$ cat src/rtl/mux_pkg.sv
//==============================================================================
// Module      : mux_pkg
// Description : Shared constants and helpers for the mux_rr_n datapath mux.
// Revision    : 1.0  initial release
//==============================================================================
`default_nettype none

package mux_pkg;

  // Selection modes for the channel grant.
  localparam logic MODE_DIRECT = 1'b0;
  localparam logic MODE_RR     = 1'b1;

  // Ceiling log2, used to size channel-index fields.
  function automatic int clog2(input int value);
    int r;
    r = 0;
    while ((1 << r) < value) begin
      r = r + 1;
    end
    return r;
  endfunction

endpackage

`default_nettype wire

$ cat src/rtl/mux_rr_n_rr_arbiter.sv
//==============================================================================
// Module      : rr_arbiter
// Description : Round-robin request arbiter. The search starts one past ptr and
//               wraps modulo NCH, so the last-served channel is checked last.
// Revision    : 1.0  initial release
//==============================================================================
`default_nettype none

module rr_arbiter #(
  parameter int NCH  = 4,
  parameter int SELW = 2
) (
  input  logic [NCH-1:0]  req,
  input  logic [SELW-1:0] ptr,
  input  logic            en,
  output logic [NCH-1:0]  gnt,
  output logic [SELW-1:0] gnt_idx
);

  // Pick the first requester after ptr in circular order; en=0 masks everything.
  always_comb begin : p_search
    logic w_found;
    gnt     = '0;
    gnt_idx = '0;
    w_found = 1'b0;
    if (en) begin
      for (int k = 1; k <= NCH; k++) begin
        for (int i = 0; i < NCH; i++) begin
          if (!w_found && req[i] && (i == ((int'(ptr) + k) % NCH))) begin
            w_found = 1'b1;
            gnt[i]  = 1'b1;
            gnt_idx = SELW'(i);
          end
        end
      end
    end
  end

endmodule

`default_nettype wire

$ cat src/rtl/mux_rr_n.sv
//==============================================================================
// Module      : mux_rr_n
// Description : N-channel registered multiplexer with valid/ready handshakes,
//               direct-select and round-robin grant modes.
// Revision    : 1.0  initial release
//==============================================================================
`default_nettype none

module mux_rr_n
  import mux_pkg::*;
#(
  parameter int WIDTH = 32,
  parameter int NCH   = 4,
  parameter int SELW  = (clog2(NCH) < 1) ? 1 : clog2(NCH)
) (
  input  logic                 clk,
  input  logic                 reset,
  input  logic                 mode,
  input  logic [SELW-1:0]      sel,
  input  logic [NCH*WIDTH-1:0] din,
  input  logic [NCH-1:0]       din_valid,
  output logic [NCH-1:0]       din_ready,
  output logic [WIDTH-1:0]     dout,
  output logic                 dout_valid,
  input  logic                 dout_ready,
  output logic [SELW-1:0]      dout_ch
);

  logic [WIDTH-1:0] r_dout;
  logic             r_dout_valid;
  logic [SELW-1:0]  r_dout_ch;
  logic [SELW-1:0]  r_ptr;

  logic             w_load_en;
  logic [NCH-1:0]   w_dir_gnt;
  logic [NCH-1:0]   w_rr_gnt;
  logic [SELW-1:0]  w_rr_idx;
  logic [NCH-1:0]   w_gnt;
  logic [SELW-1:0]  w_gnt_idx;
  logic             w_xfer;
  logic [WIDTH-1:0] w_sel_data;

  // The output slot can take a new word when empty or being drained now.
  assign w_load_en = !r_dout_valid || dout_ready;

  // Direct grant: compare sel against every legal index so an out-of-range
  // sel simply matches nothing.
  always_comb begin
    w_dir_gnt = '0;
    for (int i = 0; i < NCH; i++) begin
      if (sel == SELW'(i)) begin
        w_dir_gnt[i] = din_valid[i];
      end
    end
  end

  rr_arbiter #(
    .NCH  (NCH),
    .SELW (SELW)
  ) u_rr_arbiter (
    .req     (din_valid),
    .ptr     (r_ptr),
    .en      (mode == MODE_RR),
    .gnt     (w_rr_gnt),
    .gnt_idx (w_rr_idx)
  );

  assign w_gnt     = (mode == MODE_RR) ? w_rr_gnt : w_dir_gnt;
  assign w_gnt_idx = (mode == MODE_RR) ? w_rr_idx : sel;

  // Reset gates ready so nothing is accepted during the reset cycle.
  assign din_ready = w_gnt & {NCH{w_load_en && !reset}};
  assign w_xfer    = |din_ready;

  // One-hot grant selects the winning channel's word.
  always_comb begin
    w_sel_data = '0;
    for (int i = 0; i < NCH; i++) begin
      if (w_gnt[i]) begin
        w_sel_data = w_sel_data | din[i*WIDTH +: WIDTH];
      end
    end
  end

  // Output register and round-robin pointer; ptr follows every transfer in
  // both modes so a later switch to round-robin stays fair.
  always_ff @(posedge clk) begin
    if (reset) begin
      r_dout       <= '0;
      r_dout_valid <= 1'b0;
      r_dout_ch    <= '0;
      r_ptr        <= SELW'(NCH - 1);
    end else if (w_xfer) begin
      r_dout       <= w_sel_data;
      r_dout_valid <= 1'b1;
      r_dout_ch    <= w_gnt_idx;
      r_ptr        <= w_gnt_idx;
    end else if (dout_ready) begin
      r_dout_valid <= 1'b0;
    end
  end

  assign dout       = r_dout;
  assign dout_valid = r_dout_valid;
  assign dout_ch    = r_dout_ch;

endmodule

`default_nettype wire

$ cat config.mk
export PLATFORM = sky130hd
export DESIGN_NAME = mux_rr_n
export DESIGN_NICKNAME = d
export VERILOG_FILES = /design/src/rtl/mux_pkg.sv /design/src/rtl/mux_rr_n_rr_arbiter.sv /design/src/rtl/mux_rr_n.sv
export SDC_FILE = /design/constraint.sdc
export NUM_CORES = 1
export LEC_CHECK = 0
export BUFFER_PORTS_ARGS = -buffer_cell sky130_fd_sc_hd__buf_2
export CAP_MARGIN = 25
export CELL_PAD_IN_SITES_DETAIL_PLACEMENT = 1
export CELL_PAD_IN_SITES_GLOBAL_PLACEMENT = 1
export CORE_MARGIN = 4
export CORE_UTILIZATION = 27
export CTS_CLUSTER_SIZE = 16
export DETAILED_ROUTE_END_ITERATION = 8
export HOLD_SLACK_MARGIN = 0.02
export PLACE_DENSITY_LB_ADDON = 0.1
export SYNTH_ARGS = -nofsm -noshare
export SYNTH_HDL_FRONTEND = slang
export SYNTH_SLANG_ARGS = --single-unit
$ cat constraint.sdc
create_clock -name clk -period 2.4 [get_ports clk]
set_input_delay 0 -clock clk [delete_from_list [all_inputs] [get_ports clk]]
set_output_delay 0 -clock clk [all_outputs]
set_load 0.03 [all_outputs]
# Word level (Yosys, flattened, before mapping)
# Index checks and enable logic that the tools add are counted.
# classes
eq_ne	15
n_reduce_logical	61
n_mux	72
n_addsub	4
bitwise	8
# op_table
cell	count
$logic_not A32 Y1	4
$mux W32	4
$or A32 B32 Y32	3
$mux W1	52
$logic_and A1 B1 Y1	32
$mux W2	15
$eq A3 B3 Y1 const A	8
$logic_not A1 Y1	17
$eq A2 B3 Y1 const A	4
$reduce_or A2 Y1	4
$add A2 B1 Y2 const B	2
$add A2 B2 Y2 const B	2
$and A1 B1 Y1 const A	4
$and A4 B4 Y4	1
$eq A2 B2 Y1 const B	2
$mux W4	1
$reduce_or A4 Y1	1
$eq A2 B1 Y1 const B	1
$logic_not A2 Y1	1
$reduce_bool A2 Y1	1
$logic_or A1 B1 Y1	1
# word_totals
reg_bits	37
word_cells	164

# Depth between registers and ports, before layout
# Gate-level depths: netlist (run 1).
# depth
ltp_word	89
mapped_depth	10
depth_no_buf	6

# Modules after synthesis
# From an unflattened synthesis (run 1), not the netlist that was laid out.
# hier_totals
hier_cells	384
area_unflattened_um2	2524.9
# by_module_without_submodules
mod	area_per_inst_um2	n_inst	cells_per_inst
mux_rr_n	2391.0	1	360
rr_arbiter	133.9	1	24

# Least setup slack after synthesis (run 1)
# No wires, ideal clock.
# synth_path
path_kind	register -> register
from	register r_ptr[0]
to	register r_dout[10], in the netlist dout[10]
setup_ns	0.141
setup_slack_ns	0.346
t_arrival_ns	1.914
path_buffers	3
stages_incl_launch_ff	10
synth_period_minus_slack_ns	2.054
path_cell_list	dfxtp_1 > nor2b_4 > a41o_1 > a41o_1 > buf_6 > o41a_1 > buf_6 > buf_2 > nor2_1 > nor3_2
# synth_between
elab_chain_cells	84
word_cells_on_any_way	129
# synth_lines
item	line_no	rtl
start: declaration	mux_rr_n.sv:32	logic [SELW-1:0] r_ptr;
start signal: assignment	mux_rr_n.sv:92	r_ptr <= SELW'(NCH - 1);
start signal: assignment	mux_rr_n.sv:97	r_ptr <= w_gnt_idx;
$add A2 B1 Y2	mux_rr_n_rr_arbiter.sv:29	if (!w_found && req[i] && (i == ((int'(ptr) + k) % NCH))) begin
$reduce_or A2 Y1 (no source line)	n/a	
$and A1 B1 Y1 (no source line)	n/a	
$logic_not A32 Y1	mux_rr_n_rr_arbiter.sv:29	
$logic_and A1 B1 Y1	mux_rr_n_rr_arbiter.sv:29	
$mux W1	mux_rr_n_rr_arbiter.sv:29	
$mux W1	mux_rr_n_rr_arbiter.sv:26	if (en) begin
$logic_not A1 Y1	mux_rr_n_rr_arbiter.sv:29	
[67 not listed]	n/a	
$mux W1	mux_rr_n_rr_arbiter.sv:29	
$mux W1	mux_rr_n_rr_arbiter.sv:26	
$logic_not A1 Y1	mux_rr_n_rr_arbiter.sv:29	
$logic_and A1 B1 Y1 (2 in series)	mux_rr_n_rr_arbiter.sv:29	
$mux W1	mux_rr_n_rr_arbiter.sv:29	
$mux W4 *	mux_rr_n.sv:68	assign w_gnt = (mode == MODE_RR) ? w_rr_gnt : w_dir_gnt;
$and A4 B4 Y4	mux_rr_n.sv:72	assign din_ready = w_gnt & {NCH{w_load_en && !reset}};
$reduce_or A4 Y1	mux_rr_n.sv:73	assign w_xfer = |din_ready;
end signal: assignment	mux_rr_n.sv:94	r_dout <= w_sel_data;
end: declaration	mux_rr_n.sv:29	logic [WIDTH-1:0] r_dout;
# Mark *: on every way between the ends. The rest lies on a longest branch, timed or not. The select of a mux whose other input is x is not followed.
# A chain may end at the register's enable or synchronous reset.

# Worst setup path in the final report (run 1)
# layout_path
from	register r_ptr[0]
to	register r_dout[16], in the netlist dout[16]
# The elaborated chain is that of the path after synthesis.

==> metrics, run 1 <==
grt ovf 0; max_cap viols 0; full die area 0.01015 mm²; Routed WL 8.945 mm; sequential area share after synthesis 0.3188; ys async rst share 0; post-synth top area share 0.3188; startpoint types register; Slew HR 0.4144; min-delay worst type primary input to register; CTS tree done; cell family with most CP delay compound AO/OA/AOI/OAI gates; Synth-to-Final Area Change 46.90%; fmax 462.1 MHz; buffers from clock root to sink, at most 2; maximum vdd drop 229.5 µV; Yosys reg bits 37; Clock Sink Count 37; post-route ant nets 0; status finished, final reports clean; drt via density 5.199; antenna cells 0; RePlAce Congestion 0.8178; Post-synth EDFFs 0; RSZ-0062 raised after global routing false; WL/cell 16.18 µm; Layout Skew 0.008337 ns; DPL Wire Length 6.938 mm; vias in the first global route 2957; max-slew violations 0; Syn. warnings 0; critical path peak fanout 65; arrival time worst endpoint 2.37 ns; gr usage total 0.1746; CP required 2.60 ns; chip height 100.8 µm; antenna violations before repair 1; Final nets 585; Critical path buffers and inverters 1; CTS root buffer clkbuf_8; CP Capture Type register; total net switching power 0.7559 mW; DRC 0; pwr dens 588.2 mW/mm²; Syn Inst Count 281; Combinational Power Share 0.402; clock power share 0.232; P_leak 1.675 nW; Core ar. 0.008299 mm²; Top FF cell, synth dfxtp_1; Final Hold Viols 0; Sw Ratio 0.3765; Syn Nets 419; H-tree depth 2; cell internal pwr 1.252 mW; CTS Buf Count 5; Setup violations, final 0; CP Class register to register; Die Wd 100.8 µm; DRT iter0 DRCs 212; # IOs 177; post-layout util 0.4113; share of layout cells above drive strength 1 0.5022; fin crit period 2.164 ns; sequential share of power 0.366; Post-Syn Area 0.002323 mm²; Initial Utilization 0.2800; row cnt 33; first-pass GRT wire length 14.36 mm; worst-skew pair later-pin latency 0.29 ns; Final period util 0.9016; Synth cell types 37; Slowest cell on crit path dfxtp_1; critical path's largest stage delay 0.51 ns; Avg Cell Area, Syn 8.269 µm²; crit-path cells nor2b_4 > a41o_1 > a41o_1 > o41a_2 > buf_12 > and3_1 > nor3_1; Yosys top cell by area dfxtp_1; largest net degree at the start of global routing 66; DR vias 2875; most used cell, CP a41o_1; setup tns final 0 ns; drt pass-1 iters 6; top post-synthesis cells by area dfxtp_1, a222oi_1, nor3_2, and3_1, nor2_1; actual slew at the worst max-slew pin 0.8763 ns; Worst-path clk slew 0.07 ns; Port Buffers 176
-- metal layers --
metal | vias up | GRT usage | share of wire
met3 | 6 | 0.06159 | 0.10
met4 | 2 | 0.03627 | 0.0056
li1 | 1399 | - | -
met1 | 1355 | 0.2109 | 0.39
met2 | 113 | 0.2987 | 0.50
met5 | - | 0 | 0.0015
-- sequential cells by signal (all words and copies together) (netlist names) --
signal      count
dout_valid      1
r_ptr           2
dout           32
dout_ch         2
-- cell families (layout without fill, tap and decap cells) --
family / after synthesis / after routing / synth area share
AND/OR/NAND/NOR: 153 / 153 / 0.3737
AO/OA/AOI/OAI: 57 / 57 / 0.2267
flip-flops: 37 / 37 / 0.3188
buffers and inverters: 33 / 200 / 0.07646
multiplexers: 1 / 1 / 0.004308
-- power groups by stage --
stage | logic (mW) | registers, mW | clock network, mW
final | 0.808 | 0.735 | 0.465
after global routing | 0.892 | 0.745 | 0.513
after CTS | 0.819 | 0.736 | 0.489
after detailed placement | 0.814 | 0.750 | 0
after global placement | 0.804 | 0.745 | 0
after floorplan | 0.393 | 0.884 | 0
-- cells in the final DEF (no fill, tap or decap), types with 2 or more instances in the layout --
| master | count |
|---|---|
| nand2_1 | 36 |
| a21oi_1 | 3 |
| dfxtp_1 | 36 |
| buf_2 | 176 |
| buf_12 | 2 |
| nand2b_1 | 2 |
| nor3_1 | 9 |
| a41o_1 | 2 |
| and3_1 | 32 |
| nor3_2 | 24 |
| and2_1 | 4 |
| buf_4 | 7 |
| o211ai_1 | 5 |
| o21ai_0 | 4 |
| inv_1 | 5 |
| clkbuf_8 | 6 |
| nor2_1 | 37 |
| nor2b_1 | 2 |
| dlygate4sd3_1 | 2 |
| a222oi_1 | 32 |
-- synth_stat cells, types with 5 or more instances --
cell	count
dfxtp_1	37
nor2_1	37
nand2_1	36
a222oi_1	32
and3_1	32
nor3_2	24
clkbuf_1	15
nor3_1	9
buf_2	7
buf_6	6
inv_1	5
o211ai_1	5
-- final timing paths --
kind | from | to | slack, ns | cells after the start
hold / removal | din[77] | dout[13] | 0.07 | 4
setup / recovery | r_ptr[0] | dout[16] | 0.24 | 7
hold reg to reg | dout_ch[0] | dout_ch[0] | 0.49 | 1
setup reg to reg | r_ptr[0] | dout[16] | 0.24 | 7
-- layout make-up --
cell class	count	area [µm²]
fillers	1074	4886
multi-input cells	211	1431
repair buffers	187	993.5
flip-flops and latches	37	742.0
well taps	105	131.4
clock buffers	6	82.58
inverters	5	18.77
clock inverters	2	13.76
-- worst reg2reg max path: cells and delay by family, from the launching register on --
family / cells / cell delay (ns)
DFF: 1 / 0.51
and+or+nand+nor: 3 / 0.42
AOI/OAI and AO/OA: 3 / 0.96
buffers and inverters: 1 / 0.19
-- timing repair --
action | CTS | global route
setup buffers | 0 | 0
gates resized for setup | 0 | 2
hold buffers | 2 | 0
endpoints found under the setup margin | 0 | 4
hold endpoints to repair | 2 | 0
-- through the flow --
stage / cell area (µm²) / total power [mW] / instances / setup WS (ns) / hold slack (ns)
floorplan: 2323 / 1.277 / 281 / 0.3458 / 0.2220
global placement: 3289 / 1.548 / 543 / 0.1417 / 0.2705
detailed placement: 3289 / 1.564 / 543 / 0.07906 / 0.2748
CTS: 3406 / 2.043 / 553 / 0.03607 / 0.05622
global route: 3413 / 2.150 / 553 / 0.07558 / 0.06074
finish: 3413 / 2.008 / 553 / 0.2361 / 0.06737
No activity file was read; power rests on OpenSTA's default activity.
==> inputs of run 2 (changes only) <==
--- a/config.mk
+++ b/config.mk
@@ -7,14 +7,12 @@
 export LEC_CHECK = 0
 export BUFFER_PORTS_ARGS = -buffer_cell sky130_fd_sc_hd__buf_2
 export CAP_MARGIN = 25
-export CELL_PAD_IN_SITES_DETAIL_PLACEMENT = 1
-export CELL_PAD_IN_SITES_GLOBAL_PLACEMENT = 1
 export CORE_MARGIN = 4
-export CORE_UTILIZATION = 27
+export CORE_UTILIZATION = 40
 export CTS_CLUSTER_SIZE = 16
 export DETAILED_ROUTE_END_ITERATION = 8
 export HOLD_SLACK_MARGIN = 0.02
-export PLACE_DENSITY_LB_ADDON = 0.1
+export PLACE_DENSITY = 0.8
 export SYNTH_ARGS = -nofsm -noshare
 export SYNTH_HDL_FRONTEND = slang
 export SYNTH_SLANG_ARGS = --single-unit
==> run 2 against run 1 <==
Sequential cell count unchanged; register-to-register slack lost 0.08 ns; worst hold slack got worse by 0.0027 ns; die area decreased by 30%; largest cell class unchanged; sequential power barely moved; global-route usage grew 3.6 points.
==> metrics, run 2 (same netlist as run 1, synthesis figures left out) <==
Layout Skew 0.002683 ns (-0.005654 ns); share of layout cells above drive strength 1 0.5022 (about the same); Routed WL 7.851 mm (-12%); CP required 2.60 ns (about the same); vias in the first global route 2758 (-6.7%); DP Worst Slack 0.1730 ns (+0.09394 ns); largest net degree at the start of global routing 42 (-36%); leading cell type in the layout, fill and taps excluded buf_2; actual slew at the worst max-slew pin 0.5833 ns (-0.2930 ns); startpoint types register; pwr dens 610.2 mW/mm² (+3.7%); CP Capture Type register; Clock Sink Count 37 (unchanged); crit-path cells nor2b_1 > o2111ai_1 > o211ai_1 > o41a_2 > buf_4 > and3_1 > nor3_1; Register-to-Register Path Depth 7 (unchanged); first-pass GRT wire length 12.52 mm (-13%); grt ovf 0 (unchanged); R2R setup slack 0.16 ns (-0.08 ns); max FFs per register 32 (unchanged); CTS root buffer clkbuf_8; buffers from clock root to sink, at most 2 (unchanged); CTS tree done; placed insts 513 (-5.5%); setup ws final 0.1596 ns (-0.07650 ns); antenna violations before repair 0 (-1); status finished, final reports clean; chip height 84.22 µm (-16%); DRC 0 (unchanged); WL/cell 15.04 µm (-7.0%); maximum vdd drop 363.7 µV (+58%); DRT iter0 DRCs 222 (+4.7%); Reg2Reg Capture Point dout[19]; antenna cells 0 (unchanged); Final period util 0.9335 (+0.03187); critical path's largest stage delay 0.54 ns (+0.03 ns); Worst Hold Path Cells 3 (-1); cell family with most CP delay compound AO/OA/AOI/OAI gates; Synth-to-Final Area Change 45.18%; Core ar. 0.005574 mm² (-33%); critical path peak fanout 41 (-37%); fillers 516 (-52%); RePlAce Congestion 0.8511 (+4.1%); Setup violations, final 0 (unchanged); row cnt 27 (-18%); Initial Utilization 0.4168 (+0.1369); CP Class register to register; CTS Buf Count 5 (unchanged); arrival time worst endpoint 2.44 ns (+0.07 ns); fin crit period 2.240 ns (+0.07650 ns); setup tns final 0 ns (unchanged); DPL Wire Length 6.131 mm (-12%); Slew HR 0.6102 (+0.1958); drt via density 5.469 (+5.2%); Worst Hold End dout_valid; Post CTS Setup Buffer Count 0 (unchanged); gr usage total 0.2107 (+0.03604); fmax 446.4 MHz (-3.4%); max_cap viols 0 (unchanged); Final Hold Viols 0 (unchanged); # IOs 177 (unchanged); Port Buffers 176 (unchanged); min-delay worst type primary input to register; Die Wd 84.22 µm (-16%); P_leak 1.683 nW (+0.49%); Critical R2R Launch r_ptr[0]; full die area 0.007092 mm² (-30%); most frequent cells in the layout buf_2, nor2_1, dfxtp_1, nand2_1; Slowest cell on crit path o41a_2; Final nets 587 (+0.34%); DR vias 2855 (-0.70%); post-route ant nets 0 (unchanged); worst-skew pair later-pin latency 0.28 ns (about the same); drt pass-1 iters 5 (-1); RSZ-0062 raised after global routing false; H-tree depth 2 (unchanged); max-slew violations 0 (unchanged); Finished Layout Cells 522 (-5.6%); hold path startpoint dout_ready; Critical path buffers and inverters 1 (unchanged); Worst-path clk slew 0.07 ns (about the same)
==> run 2: worst max-delay path by stage <==
stage / start / end / slack (ns) / depth (start not counted)
6_report: r_ptr[0] / dout[19] / 0.16 / 7
2_1_floorplan: r_ptr[0] / dout[10] / 0.35 / 9
3_3_place_gp: r_ptr[0] / r_ptr[0] / 0.22 / 7
4_1_cts: r_ptr[0] / dout[19] / 0.18 / 7
3_5_place_dp: r_ptr[0] / dout[19] / 0.17 / 7
5_1_grt: r_ptr[1] / dout[19] / 0.004 / 8
==> run 2: layout make-up <==
cell class | count | area, µm² | area share
clock buffer | 6 | 72.57 | 0.02151
clock inverter | 2 | 38.79 | 0.01150
inverter | 5 | 18.77 | 0.005564
multi-input combinational | 211 | 1431 | 0.4243
sequential | 37 | 740.7 | 0.2196
tap | 72 | 90.09 | 0.02671
timing repair buffer | 189 | 980.9 | 0.2908
==> run 2: what timing repair did <==
item                                    CTS  global route
endpoints found under the hold margin     1             0
hold buffers                              1             0
resized for setup                         0             1
endpoints found under the setup margin    0             1
==> run 2: tightest hold or removal path, delay by kind of cell <==
family / cells / cell delay [ns]
buffers and inverters: 1 / 0.07
AND/OR/NAND/NOR: 1 / 0.14
AO/OA/AOI/OAI: 1 / 0.08
==> run 2: routing by layer <==
layer	vias up	global-route usage	wire length [µm]
li1	1405	-	-
met1	1283	0.2374	3015
met2	161	0.3888	3910
met3	6	0.05888	840
met4	0	0.05263	85
met5	-	0	0
==> run 2: power breakdown <==
group	switching [mW]	internal [mW]
Combinational	0.472	0.325
Clock	0.216	0.312
Sequential	0.0428	0.690
Total	0.732	1.33
==> run 2: per-stage QoR <==
step | hold WS (ns) | power [mW] | area (µm²) | util
final | 0.06465 | 2.058 | 3373 | 0.6052
after global routing | 0.07246 | 2.185 | 3373 | 0.6052
after CTS | 0.04392 | 2.078 | 3367 | 0.6040
after detailed placement | 0.2885 | 1.545 | 3246 | 0.5823
after global placement | 0.2929 | 1.528 | 3246 | 0.5823
after floorplan | 0.2220 | 1.277 | 2323 | -
